`config.mk`:
```
export PLATFORM = sky130hd
export DESIGN_NAME = bubble_host_reader_flat
export DESIGN_NICKNAME = d
export VERILOG_FILES = /design/src/rtl/bubble_host_reader_if.sv /design/src/rtl/bubble_host_reader.sv /design/src/flat_wrapper.sv
export SDC_FILE = /design/constraint.sdc
export NUM_CORES = 1
export LEC_CHECK = 0
export CORE_AREA = 2 2 108 84
export CTS_CLUSTER_SIZE = 8
export DETAILED_ROUTE_END_ITERATION = 6
export DIE_AREA = 0 0 110 86
export HOLD_SLACK_MARGIN = 0.1
export PLACE_DENSITY_LB_ADDON = 0.12
export SLEW_MARGIN = 5
export SYNTH_ARGS = -nofsm -noshare
export SYNTH_HDL_FRONTEND = slang
export SYNTH_SLANG_ARGS = --single-unit
```
`constraint.sdc`:
```
create_clock -name mclk_i -period 3.98 [get_ports mclk_i]
set_clock_uncertainty 0.15 [all_clocks]
set_input_delay 0.796 -clock mclk_i [delete_from_list [all_inputs] [get_ports mclk_i]]
set_output_delay 0.796 -clock mclk_i [all_outputs]
set_load 0.005 [all_outputs]
```
`src/rtl/bubble_host_reader_if.sv`:
```
// Host-side bubble read bus: command/status toward the controller and the
// nBSEN/nREPEN/nBOOTEN/DOUT link toward the bubble drive emulator.
interface bubble_host_reader_if;
  logic       start_i;
  logic       boot_i;
  logic       abort_i;
  logic       dout0_i;
  logic       dout1_i;
  logic       nbsen_o;
  logic       nrepen_o;
  logic       nbooten_o;
  logic [7:0] data_o;
  logic       dvalid_o;
  logic       busy_o;
  logic       done_o;

  modport master (
    output start_i, boot_i, abort_i, dout0_i, dout1_i,
    input  nbsen_o, nrepen_o, nbooten_o, data_o, dvalid_o, busy_o, done_o
  );

  modport slave (
    input  start_i, boot_i, abort_i, dout0_i, dout1_i,
    output nbsen_o, nrepen_o, nbooten_o, data_o, dvalid_o, busy_o, done_o
  );
endinterface

```
`src/rtl/bubble_host_reader.sv`:
```
// Bubble-controller host emulation: drives nBSEN/nREPEN/nBOOTEN for one page
// read per START and packs DOUT0/DOUT1 bit pairs into bytes, LSB first.
module bubble_host_reader #(
  parameter int SETUP_CYC    = 25000,
  parameter int BIT_CYC      = 960,
  parameter int REP_LOW_CYC  = 342,
  parameter int SAMPLE_OFS   = 480,
  parameter int PAGE_PERIODS = 2048
) (
  input logic                 mclk_i,
  input logic                 mrst_n_i,
  bubble_host_reader_if.slave bus
);

  localparam int SW = (SETUP_CYC    > 1) ? $clog2(SETUP_CYC)    : 1;
  localparam int CW = (BIT_CYC      > 1) ? $clog2(BIT_CYC)      : 1;
  localparam int PW = (PAGE_PERIODS > 4) ? $clog2(PAGE_PERIODS) : 2;

  localparam logic [SW-1:0] S_LAST   = SW'(SETUP_CYC - 1);
  localparam logic [CW-1:0] C_LAST   = CW'(BIT_CYC - 1);
  localparam logic [CW-1:0] C_REP    = CW'(REP_LOW_CYC);
  localparam logic [CW-1:0] C_SAMPLE = CW'(SAMPLE_OFS);
  localparam logic [PW-1:0] P_LAST   = PW'(PAGE_PERIODS - 1);
  localparam logic          REP_FIRST_HIGH = (REP_LOW_CYC == 0);

  typedef enum logic [1:0] {
    ST_IDLE,
    ST_SETUP,
    ST_SHIFT,
    ST_FINISH
  } state_t;

  state_t        state_q;
  logic [SW-1:0] setup_q;
  logic [CW-1:0] cyc_q;
  logic [PW-1:0] per_q;
  logic [7:0]    byte_q;
  logic [7:0]    data_q;
  logic          nbsen_q;
  logic          nrepen_q;
  logic          nbooten_q;
  logic          dvalid_q;
  logic          busy_q;
  logic          done_q;
  logic [1:0]    d0_sync_q;
  logic [1:0]    d1_sync_q;

  logic [7:0]    byte_d;
  logic [CW-1:0] cyc_d;
  logic          cyc_last;
  logic          rep_high_d;

  // DOUT lines come from the emulator's clock domain in real hardware.
  always_ff @(posedge mclk_i or negedge mrst_n_i) begin
    if (!mrst_n_i) begin
      d0_sync_q <= 2'b00;
      d1_sync_q <= 2'b00;
    end else begin
      d0_sync_q <= {d0_sync_q[0], bus.dout0_i};
      d1_sync_q <= {d1_sync_q[0], bus.dout1_i};
    end
  end

  always_comb begin
    byte_d = byte_q;
    byte_d[{per_q[1:0], 1'b0}] = d0_sync_q[1];
    byte_d[{per_q[1:0], 1'b1}] = d1_sync_q[1];
    cyc_last   = (cyc_q == C_LAST);
    cyc_d      = cyc_last ? '0 : cyc_q + CW'(1);
    rep_high_d = !(cyc_d < C_REP);
  end

  always_ff @(posedge mclk_i or negedge mrst_n_i) begin
    if (!mrst_n_i) begin
      state_q   <= ST_IDLE;
      setup_q   <= '0;
      cyc_q     <= '0;
      per_q     <= '0;
      byte_q    <= 8'h00;
      data_q    <= 8'h00;
      nbsen_q   <= 1'b1;
      nrepen_q  <= 1'b1;
      nbooten_q <= 1'b1;
      dvalid_q  <= 1'b0;
      busy_q    <= 1'b0;
      done_q    <= 1'b0;
    end else begin
      dvalid_q <= 1'b0;
      done_q   <= 1'b0;
      if (state_q == ST_IDLE) begin
        if (bus.start_i && !bus.abort_i) begin
          state_q   <= ST_SETUP;
          setup_q   <= '0;
          nbsen_q   <= 1'b0;
          nbooten_q <= ~bus.boot_i;
          busy_q    <= 1'b1;
        end
      end else if (bus.abort_i) begin
        // Abort beats any sample in the same cycle: partial byte is dropped.
        state_q   <= ST_IDLE;
        setup_q   <= '0;
        cyc_q     <= '0;
        per_q     <= '0;
        byte_q    <= 8'h00;
        nbsen_q   <= 1'b1;
        nrepen_q  <= 1'b1;
        nbooten_q <= 1'b1;
        busy_q    <= 1'b0;
      end else begin
        case (state_q)
          ST_SETUP: begin
            if (setup_q == S_LAST) begin
              state_q  <= ST_SHIFT;
              setup_q  <= '0;
              cyc_q    <= '0;
              per_q    <= '0;
              byte_q   <= 8'h00;
              nrepen_q <= REP_FIRST_HIGH;
            end else begin
              setup_q <= setup_q + SW'(1);
            end
          end

          ST_SHIFT: begin
            cyc_q <= cyc_d;
            if (cyc_q == C_SAMPLE) begin
              if (per_q[1:0] == 2'd3) begin
                data_q   <= byte_d;
                dvalid_q <= 1'b1;
                byte_q   <= 8'h00;
              end else begin
                byte_q <= byte_d;
              end
            end
            if (cyc_last && per_q == P_LAST) begin
              // Outputs released on entry so FINISH is the DONE cycle.
              state_q   <= ST_FINISH;
              per_q     <= '0;
              nbsen_q   <= 1'b1;
              nrepen_q  <= 1'b1;
              nbooten_q <= 1'b1;
              busy_q    <= 1'b0;
              done_q    <= 1'b1;
            end else begin
              if (cyc_last) begin
                per_q <= per_q + PW'(1);
              end
              nrepen_q <= rep_high_d;
            end
          end

          ST_FINISH: begin
            state_q <= ST_IDLE;
          end

          default: begin
            state_q <= ST_IDLE;
          end
        endcase
      end
    end
  end

  assign bus.nbsen_o   = nbsen_q;
  assign bus.nrepen_o  = nrepen_q;
  assign bus.nbooten_o = nbooten_q;
  assign bus.data_o    = data_q;
  assign bus.dvalid_o  = dvalid_q;
  assign bus.busy_o    = busy_q;
  assign bus.done_o    = done_q;

endmodule

```
`src/flat_wrapper.sv`:
```
// flat-port wrapper written by rule: the top's interface ports become plain ports
module bubble_host_reader_flat 
#(
  parameter int SETUP_CYC    = 25000,
  parameter int BIT_CYC      = 960,
  parameter int REP_LOW_CYC  = 342,
  parameter int SAMPLE_OFS   = 480,
  parameter int PAGE_PERIODS = 2048
)
  (mclk_i, mrst_n_i, bus_start_i, bus_boot_i, bus_abort_i, bus_dout0_i, bus_dout1_i, bus_nbsen_o, bus_nrepen_o, bus_nbooten_o, bus_data_o, bus_dvalid_o, bus_busy_o, bus_done_o);
  bubble_host_reader_if bus_i ();
  input logic mclk_i;
  input logic mrst_n_i;
  input wire logic [$bits(bus_i.start_i)-1:0] bus_start_i;
  input wire logic [$bits(bus_i.boot_i)-1:0] bus_boot_i;
  input wire logic [$bits(bus_i.abort_i)-1:0] bus_abort_i;
  input wire logic [$bits(bus_i.dout0_i)-1:0] bus_dout0_i;
  input wire logic [$bits(bus_i.dout1_i)-1:0] bus_dout1_i;
  output wire logic [$bits(bus_i.nbsen_o)-1:0] bus_nbsen_o;
  output wire logic [$bits(bus_i.nrepen_o)-1:0] bus_nrepen_o;
  output wire logic [$bits(bus_i.nbooten_o)-1:0] bus_nbooten_o;
  output wire logic [$bits(bus_i.data_o)-1:0] bus_data_o;
  output wire logic [$bits(bus_i.dvalid_o)-1:0] bus_dvalid_o;
  output wire logic [$bits(bus_i.busy_o)-1:0] bus_busy_o;
  output wire logic [$bits(bus_i.done_o)-1:0] bus_done_o;
  assign bus_i.start_i = bus_start_i;
  assign bus_i.boot_i = bus_boot_i;
  assign bus_i.abort_i = bus_abort_i;
  assign bus_i.dout0_i = bus_dout0_i;
  assign bus_i.dout1_i = bus_dout1_i;
  assign bus_nbsen_o = bus_i.nbsen_o;
  assign bus_nrepen_o = bus_i.nrepen_o;
  assign bus_nbooten_o = bus_i.nbooten_o;
  assign bus_data_o = bus_i.data_o;
  assign bus_dvalid_o = bus_i.dvalid_o;
  assign bus_busy_o = bus_i.busy_o;
  assign bus_done_o = bus_i.done_o;
  bubble_host_reader #(.SETUP_CYC(SETUP_CYC), .BIT_CYC(BIT_CYC), .REP_LOW_CYC(REP_LOW_CYC), .SAMPLE_OFS(SAMPLE_OFS), .PAGE_PERIODS(PAGE_PERIODS)) u_core (.mclk_i(mclk_i), .mrst_n_i(mrst_n_i), .bus(bus_i));
endmodule
```
==> results of run 1 <==
-- layout by cell type, fill, tap and decap left out, types with 6 or more instances in the layout --
cell type and count:
sky130_fd_sc_hd__and3_1 10, sky130_fd_sc_hd__clkbuf_8 10, sky130_fd_sc_hd__clkdlybuf4s50_1 19, sky130_fd_sc_hd__dfrtp_1 59, sky130_fd_sc_hd__ha_1 10, sky130_fd_sc_hd__inv_1 13
sky130_fd_sc_hd__mux2i_1 8, sky130_fd_sc_hd__nand2_1 37, sky130_fd_sc_hd__nand3_1 17, sky130_fd_sc_hd__nand4_1 11, sky130_fd_sc_hd__nor2_1 38, sky130_fd_sc_hd__nor2b_1 6
sky130_fd_sc_hd__nor3_1 10, sky130_fd_sc_hd__o21ai_0 34, sky130_fd_sc_hd__o31ai_1 6, sky130_fd_sc_hd__xnor2_1 7, sky130_fd_sc_hd__xor2_1 14
-- state kept, by name, indices dropped and copies added (netlist names) --
signal,cells
u_core.d1_sync_q,2
u_core.per_q,11
u_core.setup_q,15
u_core.cyc_q,10
u_core.bus.data_o,8
u_core.bus.dvalid_o,1
u_core.state_q,2
u_core.bus.nbooten_o,1
u_core.bus.nbsen_o,1
u_core.byte_q,6
u_core.bus.done_o,1
u_core.bus.busy_o,1
u_core.d0_sync_q,2
u_core.bus.nrepen_o,1
-- cell families after synthesis --
group / share of synthesized area, %
and+or+nand+nor: 23.0
AOI/OAI and AO/OA: 14.2
DFF: 46.6
buffers and inverters: 3.41
xor gates and xnor gates: 5.52
muxes: 3.41
adders and majority gates: 3.75
-- per-layer routing --
| layer | wire [um] | track usage, % | vias to the layer above |
|---|---|---|---|
| met4 | 103 | 5.18 | 0 |
| met2 | 2910 | 23.1 | 49 |
| met5 | 0 | 0 | - |
| li1 | - | - | 1322 |
| met3 | 330 | 6.61 | 12 |
| met1 | 4040 | 27.4 | 1270 |
-- cell type report --
type	instances	share of cell area, %
inverters	13	1.26
flip-flops and latches	62	40.3
multi-input cells	269	43.3
well taps	108	3.50
clock buffers	12	3.76
repair buffers	25	6.03
clock inverters	4	1.82
-- critical path: cells and delay by family --
family	cells	cell delay (ns)
AND/OR/NAND/NOR	4	1.36
buffers and inverters	1	0.72
AO/OA/AOI/OAI	1	0.23
XOR/XNOR	1	0.19
-- Yosys cell counts, types with 5 or more instances --
cell,instances,area [um2]
sky130_fd_sc_hd__and3_1,10,62.6
sky130_fd_sc_hd__nand3_1,17,85.1
sky130_fd_sc_hd__xor2_1,14,123
sky130_fd_sc_hd__nand2_1,37,139
sky130_fd_sc_hd__nor2_1,38,143
sky130_fd_sc_hd__mux2i_1,8,80.1
sky130_fd_sc_hd__inv_1,13,48.8
sky130_fd_sc_hd__o31ai_1,6,45.0
sky130_fd_sc_hd__nand4_1,11,68.8
sky130_fd_sc_hd__clkbuf_1,13,48.8
sky130_fd_sc_hd__nor3_1,10,50.1
sky130_fd_sc_hd__dfrtp_1,59,1480
sky130_fd_sc_hd__a31oi_1,5,31.3
sky130_fd_sc_hd__ha_1,10,125
sky130_fd_sc_hd__xnor2_1,7,61.3
sky130_fd_sc_hd__o21ai_0,34,170
sky130_fd_sc_hd__nor2b_1,6,37.5
-- final timing paths --
| check | from | endpoint | slack [ns] | cells past startpoint |
|---|---|---|---|---|
| setup / recovery | bus_abort_i | u_core.per_q[9]$_DFFE_PN0P_ | 0.73 | 7 |
| hold / removal | u_core.d1_sync_q[0]$_DFF_PN0_ | u_core.d1_sync_q[1]$_DFF_PN0_ | 0.20 | 0 |
| setup reg to reg | u_core.setup_q[12]$_DFFE_PN0P_ | u_core.per_q[9]$_DFFE_PN0P_ | 0.84 | 6 |
| hold reg to reg | u_core.d1_sync_q[0]$_DFF_PN0_ | u_core.d1_sync_q[1]$_DFF_PN0_ | 0.20 | 0 |
| max in group asynchronous | mrst_n_i | u_core.setup_q[6]$_DFFE_PN0P_ | 2.67 | 2 |
| min in group asynchronous | mrst_n_i | u_core.bus.data_o[0]$_DFFE_PN0P_ | 0.28 | 1 |
-- power by group --
| group | internal (mW) | switching (mW) | total [mW] |
|---|---|---|---|
| clock network | 0.368 | 0.246 | 0.614 |
| registers | 0.696 | 0.0536 | 0.750 |
| logic | 0.222 | 0.361 | 0.583 |
==> impl_metrics.tcl, run 1 <==
set metrics [dict create \
    run_status "complete, no violations" \
    post_cts_buffers 0 \
    critPathMaxStageDelay_ns 0.87 \
    finalHoldViolCount 0 \
    core_um2 8310 \
    dp_cells 477 \
    timing.setup.critical_path_class "input port to register" \
    syn-instance-count 359 \
    critPathCaptureType "register" \
    clk_path_buf_depth 2 \
    final.min_clock_period_ns 3.25 \
    timing.hold.worst.class "register to register" \
    synth_sequential_area_ratio_pct 46.6 \
    clock_insertion_delay_worst_skew_ns 0.35 \
    share_of_layout_cells_above_drive_strength_1_pct 8.31 \
    wire_per_inst_um 15.0 \
    final.period_utilization_pct 81.7 \
    final_max_slew_viol_count 0 \
    route.final.wire_length_mm 7.38 \
    pwr_density_cell_nw_per_um2 505 \
    crit_arrival_ns 3.32 \
    clk_root_buffer_cell "sky130_fd_sc_hd__clkbuf_8" \
    detail-route-antenna-nets 0 \
    clk_transition_reported_paths_ns 0.06 \
    ys_flop_type "sky130_fd_sc_hd__dfrtp_1" \
    via_count_of_the_first_global_routing_pass 2574 \
    seqCellArea_um2 1560 \
    final-instance-count-excl-fill 493 \
    area_growth_pct 15.7 \
    fp.dieH_um 86 \
    row_count 29 \
    diodes 0 \
    numClockSinks 62 \
    htreeDepth 3 \
    cell_area_after_synthesis_um2 3330 \
    floorplan.io_pins 21 \
    cts_hold_buf 0 \
    mappedNetlistNets 376 \
    rsz_0062_raised_after_global_routing "no" \
    tns_ns 0 \
    stdcell_area_um2 3860 \
    hold_ws_ns 0.200 \
    yosys.cell_types.count 50 \
    timing_worst_slew_pin_value_ns 1.12 \
    cts_resized 0 \
    peakVddDrop_mv 0.285 \
    post-place-ws_ns 0.381 \
    kind_of_start_point_of_the_critical_path "input port" \
    crit_chain "clkdlybuf4s50_1 -> nor2b_1 -> o41a_1 -> nor4_2 -> nand4_1 -> xor2_1 -> nor2_1" \
    cts_made_buffers 9 \
    floorplan.die.width_um 110 \
    maximum_number_of_pins_on_one_net_before_global_route_repair 26 \
    ys_ff_latch 62 \
    gpl.final_weighted_congestion 0.852 \
    port_buffers 20 \
    dpl.hpwl_mm 5.26 \
    dr_total_vias 2653 \
    power.static_leakage_nw 1.68 \
    grt.total_usage_pct 17.9 \
    initial_utilization_pct 40.1 \
    multiInputGateArea_um2 1670 \
    drt_first_pass_iters 5 \
    worst_slew_margin_rel_pct 24.5 \
    fillerInstances 808 \
    synth_area_per_cell_um2 9.29 \
    drt-initial-drc-count 167 \
    post_dp_cell_area_um2 3640 \
    required_ns 4.05 \
    grt_overflow 0 \
    count_of_flip_flops_with_a_built_in_enable_after_synthesis 0 \
    num-nets-final 397 \
    post-layout-total-power_mw 1.95 \
    setup_viol_count_final 0 \
    asyncSetResetFlopFracSynth_pct 100 \
    design.die.area_um2 9460 \
    achievable-frequency_mhz 308 \
    finalCoreUtilization_pct 46.4 \
    grt_first_pass_wirelength_mm 13.1 \
    yosys_synthesis_warning_count 0 \
    slowest_stage "sky130_fd_sc_hd__nor4_2" \
    critPathMaxFanout 13 \
    tritoncts "done" \
    detail_route.drc_violations 0 \
    antenna_found_initial 0 \
    finalWorstSetupSlack_ns 0.729 \
    viasPerCell 5.38 \
    maximum_capacitance_violations 0 \
]
(Power assumes the default switching activity.)
==> run 2, diff against run 1 <==
- clock period: 3.98 -> 2.8 ns (I/O delays scaled with it)
==> run 2 against run 1 <==
Worst hold slack got worse by 0.011 ns. Highest routed layer unchanged. Sequential cell count unchanged. Clock power increased by 46%. Global-route usage increased by 0.64 points. Register-to-register slack got worse by 0.82 ns. Critical endpoint is now u_core.byte_q[5]$_DFFE_PN0P_. Utilization increased by 3.7 points. First-iteration DRC count increased by 11%. Via count increased by 3.9%. Clock-buffer cell count decreased by 1. Largest cell class unchanged. Total power increased by 49%. Design area increased by 7.9%. Final cell count increased by 6.7%.
==> impl_metrics.tcl, run 2 (synthesized netlist as in run 1, its figures left out) <==
set metrics [dict create \
    antenna_found_initial 0 \
    peakVddDrop_mv 0.466 \
    worst_slew_margin_rel_pct 62.5 \
    tns_ns 0 \
    clock_insertion_delay_worst_skew_ns 0.35 \
    detail_route.drc_violations 0 \
    grt_busiest_layer "met1" \
    setup_viol_count_final 0 \
    crit_chain "or4b_4 -> o41a_1 -> or3_4 -> o21bai_4 -> or4b_4 -> o21ai_2" \
    power.static_leakage_nw 1.86 \
    final-instance-count-excl-fill 526 \
    area_growth_pct 24.9 \
    run_status "complete, no violations" \
    finalCoreUtilization_pct 50.1 \
    initial_utilization_pct 40.1 \
    dpl.hpwl_mm 5.36 \
    rsz_0062_raised_after_global_routing "yes" \
    drt_first_pass_iters 6 \
    final.period_utilization_pct 99.2 \
    slowest_stage "sky130_fd_sc_hd__or4b_4" \
    row_count 29 \
    post_dp_cell_area_um2 3900 \
    fp.dieH_um 86 \
    htreeDepth 3 \
    floorplan.die.width_um 110 \
    global_route_met2_usage_pct 24.8 \
    critPathCaptureType "register" \
    grt_overflow 0 \
    final_max_slew_viol_count 0 \
    gpl.final_weighted_congestion 0.807 \
    post-layout-total-power_mw 2.91 \
    clk_transition_reported_paths_ns 0.08 \
    hold_ws_ns 0.189 \
    diodes 0 \
    required_ns 2.94 \
    cts_made_buffers 9 \
    crit_arrival_ns 2.92 \
    via_count_of_the_first_global_routing_pass 2693 \
    most_common_cell_after_layout_fill_and_taps_aside "sky130_fd_sc_hd__dfrtp_1" \
    critPathMaxStageDelay_ns 0.55 \
    design.die.area_um2 9460 \
    pwr_density_cell_nw_per_um2 699 \
    grt.total_usage_pct 18.6 \
    achievable-frequency_mhz 360 \
    grtUsageMet1_pct 28.5 \
    numClockSinks 62 \
    timing_worst_slew_pin_value_ns 0.557 \
    route.final.wire_length_mm 7.70 \
    post-place-ws_ns -0.0179 \
    final.min_clock_period_ns 2.78 \
    layout_common_cells "sky130_fd_sc_hd__dfrtp_1 (59), sky130_fd_sc_hd__nor2_1 (38), sky130_fd_sc_hd__nand2_1 (37)" \
    drt-initial-drc-count 186 \
    grt_first_pass_wirelength_mm 13.4 \
    num-nets-final 430 \
    maximum_capacitance_violations 0 \
    use_met3_pct 5.47 \
    maximum_number_of_pins_on_one_net_before_global_route_repair 63 \
    dp_cells 508 \
    kind_of_start_point_of_the_critical_path "register" \
    clk_root_buffer_cell "sky130_fd_sc_hd__clkbuf_8" \
    dr_total_vias 2757 \
    wire_per_inst_um 14.6 \
    stdcell_area_um2 4170 \
    critical-path-top-cell-by-count "sky130_fd_sc_hd__or4b_4" \
    tritoncts "done" \
    critPathMaxFanout 3 \
    timing.setup.critical_path_class "register to register" \
    clk_path_buf_depth 2 \
    number_of_flip_flops_in_the_largest_register 15 \
    top_regs "u_core.setup_q: 15 flops, u_core.per_q: 11 flops, u_core.cyc_q: 10 flops" \
    viasPerCell 5.24 \
    port_buffers 20 \
    registers.top_by_ff_count "u_core.setup_q" \
    finalHoldViolCount 0 \
    core_um2 8310 \
    share_of_layout_cells_above_drive_strength_1_pct 16.5 \
    detail-route-antenna-nets 0 \
    floorplan.io_pins 21 \
    finalWorstSetupSlack_ns 0.0224 \
    timing.hold.worst.class "register to register" \
]
## run 2: power breakdown
group | total (mW) | internal (mW) | switching [mW]
Clock | 0.897 | 0.527 | 0.370
Sequential | 1.06 | 0.989 | 0.0672
Combinational | 0.957 | 0.407 | 0.550
Total | 2.91 | 1.92 | 0.987
## run 2: final timing paths
path | startpoint | to | slack, ns | cells after the start
setup / recovery | u_core.setup_q[12]$_DFFE_PN0P_ | u_core.byte_q[5]$_DFFE_PN0P_ | 0.02 | 6
hold / removal | u_core.d0_sync_q[0]$_DFF_PN0_ | u_core.d0_sync_q[1]$_DFF_PN0_ | 0.19 | 0
setup reg to reg | u_core.setup_q[12]$_DFFE_PN0P_ | u_core.byte_q[5]$_DFFE_PN0P_ | 0.02 | 6
hold reg to reg | u_core.d0_sync_q[0]$_DFF_PN0_ | u_core.d0_sync_q[1]$_DFF_PN0_ | 0.19 | 0
max in group asynchronous | mrst_n_i | u_core.bus.nrepen_o$_DFFE_PN1P_ | 1.58 | 3
min in group asynchronous | mrst_n_i | u_core.byte_q[0]$_DFFE_PN0P_ | 0.60 | 3
## run 2: area by class of cell
type	count	area [um2]
Sequential cell	62	1560
Timing Repair Buffer	58	508
Clock buffer	11	141
Clock inverter	5	81.3
Fill cell	784	4140
Multi-Input combinational cell	269	1700
Inverter	13	48.8
Tap cell	108	135
## run 2: worst max-delay path: cells and delay by family (launching register included)
family,cells,cell delay (ns)
AO/OA/AOI/OAI,3,0.78
AND/OR/NAND/NOR,3,1.41
flip-flops,1,0.38
## run 2: what timing repair did
| action | CTS | global route |
|---|---|---|
| buffers inserted | 0 | 1 |
| hold endpoints to repair | 59 | 0 |
| hold buffers | 1 | 0 |
| pin swaps | 2 | 2 |
| endpoints found under the setup margin | 3 | 3 |
| gates resized for setup | 1 | 4 |
## run 2: per-layer routing
layer / vias to the layer above / wire length, um
met2: 65 / 3100
met1: 1300 / 4180
met4: 0 / 63
li1: 1387 / -
met5: - / 0
met3: 5 / 359
